`config.mk`:
```
export PLATFORM = sky130hd
export DESIGN_NAME = shift_mux_pipe
export DESIGN_NICKNAME = d
export VERILOG_FILES = /design/src/rtl/shift_mux_pkg.sv /design/src/rtl/shift_mux_stage.sv /design/src/rtl/shift_mux_pipe.sv
export SDC_FILE = /design/constraint.sdc
export NUM_CORES = 1
export LEC_CHECK = 0
export BUFFER_PORTS_ARGS = -buffer_cell sky130_fd_sc_hd__buf_2
export CORE_ASPECT_RATIO = 2
export CORE_MARGIN = 2
export CORE_UTILIZATION = 50
export CTS_CLUSTER_DIAMETER = 120
export DETAILED_ROUTE_END_ITERATION = 8
export PLACE_DENSITY = 0.92
export SYNTH_ARGS = -nofsm -noshare
export SYNTH_HDL_FRONTEND = slang
export SYNTH_SLANG_ARGS = --single-unit
```
`constraint.sdc`:
```
create_clock -name clk -period 2.41 [get_ports clk]
set_input_delay 0.241 -clock clk [delete_from_list [all_inputs] [get_ports clk]]
set_output_delay 0.241 -clock clk [all_outputs]
set_load 0.02 [all_outputs]
```
`src/rtl/shift_mux_pkg.sv`:
```
// Shared constants, default parameter values and the truncating-shift helper
// for the shift_mux_pipe selector.
package shift_mux_pkg;

  localparam int CNT_W = 16;
  localparam int MAX_W = 64;

  localparam int DEF_WIDTH = 8;
  localparam int DEF_NUM_CH = 4;
  localparam int DEF_SHIFT = 3;
  localparam logic [15:0] DEF_SHIFT_MASK = 16'h0001;

  // Returns {result, ovf}: result is (word << amount) cut to width bits,
  // ovf flags any nonzero bit among the top amount bits that fall off.
  function automatic logic [MAX_W:0] shl_trunc(
    input logic [MAX_W-1:0] word,
    input int amount,
    input int width
  );
    logic [MAX_W-1:0] keep;
    logic [MAX_W-1:0] res;
    logic [MAX_W-1:0] lost;
    keep = '0;
    lost = '0;
    for (int i = 0; i < MAX_W; i++) begin
      if (i < width) keep[i] = 1'b1;
      if ((i >= width - amount) && (i < width)) lost[i] = word[i];
    end
    res = (word << amount) & keep;
    return {res, |lost};
  endfunction

endpackage

```
`src/rtl/shift_mux_stage.sv`:
```
// Generic valid/ready register slice: one payload register plus valid,
// with ready passed back combinationally.
module shift_mux_stage #(
  parameter int W = 8
) (
  input  logic         clk,
  input  logic         rst_n,
  input  logic [W-1:0] in_data,
  input  logic         in_valid,
  output logic         in_ready,
  output logic [W-1:0] out_data,
  output logic         out_valid,
  input  logic         out_ready
);

  // Handshake: a beat moves when valid && ready on the same rising edge;
  // the slice accepts whenever it is empty or is being drained this cycle.
  assign in_ready = !out_valid || out_ready;

  always_ff @(posedge clk or negedge rst_n) begin
    if (!rst_n) begin
      out_valid <= 1'b0;
      out_data  <= '0;
    end else if (in_valid && in_ready) begin
      out_valid <= 1'b1;
      out_data  <= in_data;
    end else if (out_ready) begin
      out_valid <= 1'b0;
    end
  end

endmodule

```
`src/rtl/shift_mux_pipe.sv`:
```
// Two-stage N-channel selector with a fixed per-channel left shift.
// Define SHIFT_MUX_PIPE_OVF_EN to build the shifted-out overflow flag.
module shift_mux_pipe
  import shift_mux_pkg::*;
#(
  parameter int WIDTH = DEF_WIDTH,
  parameter int NUM_CH = DEF_NUM_CH,
  parameter int SHIFT = DEF_SHIFT,
  parameter logic [NUM_CH-1:0] SHIFT_MASK = NUM_CH'(DEF_SHIFT_MASK)
) (
  input  logic                      clk,
  input  logic                      rst_n,
  input  logic [NUM_CH*WIDTH-1:0]   in_data,
  input  logic [$clog2(NUM_CH)-1:0] in_sel,
  input  logic                      in_valid,
  output logic                      in_ready,
  output logic [WIDTH-1:0]          out_data,
  output logic [$clog2(NUM_CH)-1:0] out_ch,
  output logic                      out_ovf,
  output logic                      out_valid,
  input  logic                      out_ready,
  output logic [CNT_W-1:0]          out_cnt
);

  localparam int CH_W = $clog2(NUM_CH);
  localparam int P1_W = CH_W + 1 + WIDTH;

  logic [WIDTH-1:0] sel_word;
  logic             sel_mask;
  logic [P1_W-1:0]  s1_in;
  logic [P1_W-1:0]  s1_q;
  logic             v1;
  logic             s2_ready;
  logic [CH_W-1:0]  s1_ch;
  logic             s1_mask;
  logic [WIDTH-1:0] s1_word;
  logic [WIDTH-1:0] shl_word;
  logic [WIDTH-1:0] res_word;

  // Out-of-range selects (non-power-of-2 NUM_CH) fall through to zero data.
  always_comb begin
    sel_word = '0;
    sel_mask = 1'b0;
    for (int i = 0; i < NUM_CH; i++) begin
      if (in_sel == CH_W'(i)) begin
        sel_word = in_data[i*WIDTH +: WIDTH];
        sel_mask = SHIFT_MASK[i];
      end
    end
  end

  assign s1_in = {in_sel, sel_mask, sel_word};

  shift_mux_stage #(.W(P1_W)) u_sel_stage (
    .clk       (clk),
    .rst_n     (rst_n),
    .in_data   (s1_in),
    .in_valid  (in_valid),
    .in_ready  (in_ready),
    .out_data  (s1_q),
    .out_valid (v1),
    .out_ready (s2_ready)
  );

  assign {s1_ch, s1_mask, s1_word} = s1_q;

`ifdef SHIFT_MUX_PIPE_OVF_EN
  localparam int P2_W = CH_W + 1 + WIDTH;

  logic            shl_ovf;
  logic            res_ovf;
  logic [P2_W-1:0] s2_in;
  logic [P2_W-1:0] s2_q;

  assign {shl_word, shl_ovf} = (WIDTH+1)'(shl_trunc(MAX_W'(s1_word), SHIFT, WIDTH));
  assign res_word = s1_mask ? shl_word : s1_word;
  assign res_ovf  = s1_mask & shl_ovf;
  assign s2_in    = {s1_ch, res_ovf, res_word};
  assign {out_ch, out_ovf, out_data} = s2_q;
`else
  localparam int P2_W = CH_W + WIDTH;

  logic [P2_W-1:0] s2_in;
  logic [P2_W-1:0] s2_q;

  assign shl_word = WIDTH'(shl_trunc(MAX_W'(s1_word), SHIFT, WIDTH) >> 1);
  assign res_word = s1_mask ? shl_word : s1_word;
  assign s2_in    = {s1_ch, res_word};
  assign {out_ch, out_data} = s2_q;
  assign out_ovf  = 1'b0;
`endif

  shift_mux_stage #(.W(P2_W)) u_shift_stage (
    .clk       (clk),
    .rst_n     (rst_n),
    .in_data   (s2_in),
    .in_valid  (v1),
    .in_ready  (s2_ready),
    .out_data  (s2_q),
    .out_valid (out_valid),
    .out_ready (out_ready)
  );

  always_ff @(posedge clk or negedge rst_n) begin
    if (!rst_n) begin
      out_cnt <= '0;
    end else if (out_valid && out_ready) begin
      out_cnt <= out_cnt + CNT_W'(1);
    end
  end

endmodule

```
==> results.md <==
Logic synthesis:
- The Yosys step of the flow raised 0 warnings.
- In this run, synthesis produced a sequential element count of 39.
- The fraction of registers with async set or reset after synthesis is 100%.
- The fraction of the yosys area taken by sequential cells is 54.3%.
- Of all cell types, the one taking the most synthesized area is dfrtp_1.
- The post-synthesis instance area is 0.00180 mm2.
- The share of synthesized area in the top cell type comes to 54.3%.
- Averaged over all synthesized cells, the footprint is 12.8 um2.
- In this run, distinct cell masters in the synthesized netlist total 25.
- For this run, the leading register cell type out of synthesis is dfrtp_1.
- The number of nets handed over by synthesis was 180.
- The count of mapped cells out of synthesis is 141.
- The number of synthesized flops with an enable pin is 0.
- Yosys attributes the largest share of cell area to dfrtp_1, mux4_2, mux2_2, xnor2_1, nand2_1.

Worst setup path:
- Data on the critical path is required at its endpoint by 2.57 ns.
- The critical path is of the reg2reg type.
- The largest individual stage delay along the critical path comes from the cell dfrtp_1.
- The count of cell instances traversed by the critical path is 3.
- The family with the most delay on the worst path is simple AND/OR/NAND/NOR gates.
- Of all nets on the critical path, the largest fanout is 12.
- The most critical setup path has its startpoint at u_shift_stage.out_valid$_DFFE_PN0P_.
- The endpoint identified for the worst register-to-register timing path is u_sel_stage.out_data[7]$_DFFE_PN0P_.
- The worst setup slack for register-to-register paths is 0.90 ns.
- On the worst path, the slowest cell contributes a delay of 0.45 ns.
- The startpoint of the worst-slack reg-to-reg timing path is u_shift_stage.out_valid$_DFFE_PN0P_.
- Data on the critical path arrives at its endpoint at 1.68 ns.
- Traced cell by cell, the critical path runs through nand3b_1 > nand2_1 > mux2_2.
- The length in cells of the worst reg-to-reg path is 3.
- The critical path endpoint category is a flip-flop.
- The critical path ends at u_sel_stage.out_data[7]$_DFFE_PN0P_.
- Together, buffers and inverters on the worst path number 0.
- The launching element type of the critical path is a flip-flop.

Timing:
- Setup repair after global routing left no endpoint under its margin.
- The final number of hold-violating endpoints is 0.
- The worst-case headroom to the max-slew limit is 45.1%.
- The max-slew violation count came to 0.
- The minimum clock period is 1.51 ns.
- The sum of negative setup slack is 0 ns.
- Dividing the final minimum period by the clock period gives 62.7%.
- The worst-margin pin slew is 0.823 ns.
- The final clock skew is 0.00355 ns.
- Setup violations remaining at the end of the flow were counted as 0.
- Derived from the worst setup path, the maximum achievable clock frequency is 662 MHz.

Drt:
- The average detailed-routed wire length per instance is 12.7 um.
- The total via count in the routed design is 1303.
- The detailed-route wire length is 3240 um.
- The number of nets with antenna violations after routing is 0.
- The first-pass iteration count of the detailed router is 4.
- The number of design rule violations left after detail routing is 0.
- The number of DRC violations after detailed-routing iteration 0 is 25.
- Dividing the detail-routed via count by the number of cells gives 5.09.

Die:
- The number of placement rows is 30.
- Once the floorplan was initialized, standard cells occupied 52.6% of the core.
- The number of primary I/O pins is 67.
- The die is 46.4 um wide.
- The area of the die is 0.00412 mm2.
- The vertical die dimension is 88.8 um.
- The total area inside the core boundary comes to 0.00342 mm2.

Clock network:
- The buffers inserted during post-CTS setup optimization is 0.
- The number of clock buffers added by TritonCTS is 5.
- The number of hold buffers added after CTS was 0.
- In this run the clock root is driven by a clkbuf_8.
- The maximum number of buffers from clock root to sink is 2.
- In this run, post-CTS repair resized a total of 0 instances.
- The deepest level of the CTS H-tree is 2.
- After clock tree synthesis, the clock-pin slew on the worst setup and hold paths is 0.07 ns.
- TritonCTS built the clock tree.
- Clock latency on the worst-skew pair, taken at its later pin, is 0.28 ns.
- The clock net sink count is 39.

Global route:
- The aggregate global-route resource usage is 18.1%.
- Global routing finished with a remaining overflow of 0.
- The via count of the first global-routing pass is 1277.
- The first global-routing pass estimated 5410 um of wire.
- The maximum number of pins on one net before global-route repair is 40.
- The initial antenna violation count is 0.

Cells and area:
- The fraction of layout instances using a drive strength above 1 is 44.7%.
- The area of all placed cells without fillers is 0.00223 mm2.
- The fill cell instance count of the final layout is 287.
- The total number of nets in the final design is 246.
- Leaving out fill and tap cells, the most frequent cell in the layout is buf_2.
- Leaving out fill and tap cells, the most frequent cells in the layout are buf_2, dfrtp_1, nand2_1.
- The area added between synthesis and finish is 23.8%.
- The count of inserted antenna diode cells is 0.

Power:
- The total chip power is 1.79 mW.
- In this run the static leakage power is 1.09 nW.
- For this design the ratio of total power to cell area is 804 mW/mm2.
- The highest ir drop seen on vdd is 0.552 mV.

Outcome:
- The flow ran to the end, and the final reports show no timing, DRC or antenna violations.

Placement:
- The count of buffers inserted at the top-level ports is 65.
- At the end of routability-driven placement, the weighted congestion stood at 0.691.
- The estimated wirelength of the detail-placed design is 2630 um.
- Summing all placed instances gives a cell area of 0.00214 mm2.

Run:
- Across the run, the number of max-cap violations was 0.

Hold path:
- The path category of the worst min-delay check is in2async.
[cells by family (layout without fill, tap and decap cells)]
| family | Yosys count | in the layout | synth area share, % |
|---|---|---|---|
| simple gates | 43 | 43 | 11.6 |
| flops | 39 | 39 | 54.3 |
| mux | 26 | 26 | 20.9 |
| xor+xnor | 15 | 15 | 7.31 |
| compound gates | 9 | 9 | 2.64 |
| buf+inv | 7 | 74 | 2.36 |
| fa+ha+maj | 1 | 1 | 0.696 |
| other cells | 1 | 1 | 0.209 |
[metal layers]
metal,share of wire (%),vias to the layer above,track usage (%)
met5,0,-,0
met4,1.1,0,5.45
met3,6.9,4,4.29
met2,58,60,35.1
met1,34,618,17.4
li1,-,621,-
[power breakdown]
| part | internal (mW) | total, mW | switching [mW] |
|---|---|---|---|
| clock | 0.203 | 0.403 | 0.200 |
| combinational | 0.217 | 0.493 | 0.276 |
| sequential | 0.786 | 0.893 | 0.107 |
| total | 1.21 | 1.79 | 0.584 |
[through the flow]
step / utilization [%] / setup WS, ns / cells / hold WS [ns]
global placement: 62.8 / 0.949 / 248 / 0.378
floorplan: - / 0.819 / 141 / -0.0546
detailed placement: 62.8 / 0.914 / 248 / 0.386
CTS: 65.2 / 0.883 / 256 / 0.0744
global route: 65.2 / 0.786 / 256 / 0.124
finish: 65.2 / 0.899 / 256 / 0.0535
[worst min path at each step]
stage                                         to  slack [ns]  cells past startpoint
final                     out_cnt[8]$_DFFE_PN0P_        0.05                      1
after detailed placement  out_cnt[2]$_DFFE_PN0P_        0.39                      1
after floorplan           out_cnt[0]$_DFFE_PN0P_       -0.05                      0
after CTS                 out_cnt[2]$_DFFE_PN0P_        0.07                      1
after global routing      out_cnt[8]$_DFFE_PN0P_        0.12                      1
after global placement    out_cnt[2]$_DFFE_PN0P_        0.38                      1
[flip-flops by register name, summed over array words and instances, names as in the netlist]
signal,flops
u_shift_stage.out_data,10
u_shift_stage.out_valid,1
u_sel_stage.out_data,11
out_cnt,16
u_sel_stage.out_valid,1
[area by class of cell]
class,instances,area [um2],area share [%]
clock buffer,7,76.3,3.43
clock inverter,1,5.00,0.225
inverter,1,3.75,0.169
multi-input combinational,95,779,35.0
sequential,39,976,43.8
tap,48,60.1,2.70
timing repair buffer,65,325,14.6
[cell usage after synthesis, types with 2 or more instances]
| master | count |
|---|---|
| nor2_1 | 4 |
| nand2_1 | 19 |
| and3_1 | 2 |
| mux2i_1 | 5 |
| mux2_2 | 13 |
| nor3_1 | 2 |
| dfrtp_1 | 39 |
| nand2b_1 | 6 |
| buf_4 | 2 |
| mux4_2 | 8 |
| nand4_1 | 3 |
| nand3_1 | 5 |
| xnor2_1 | 10 |
| xor2_1 | 5 |
| o21ai_0 | 8 |
Power figures use the tool's default switching activity.
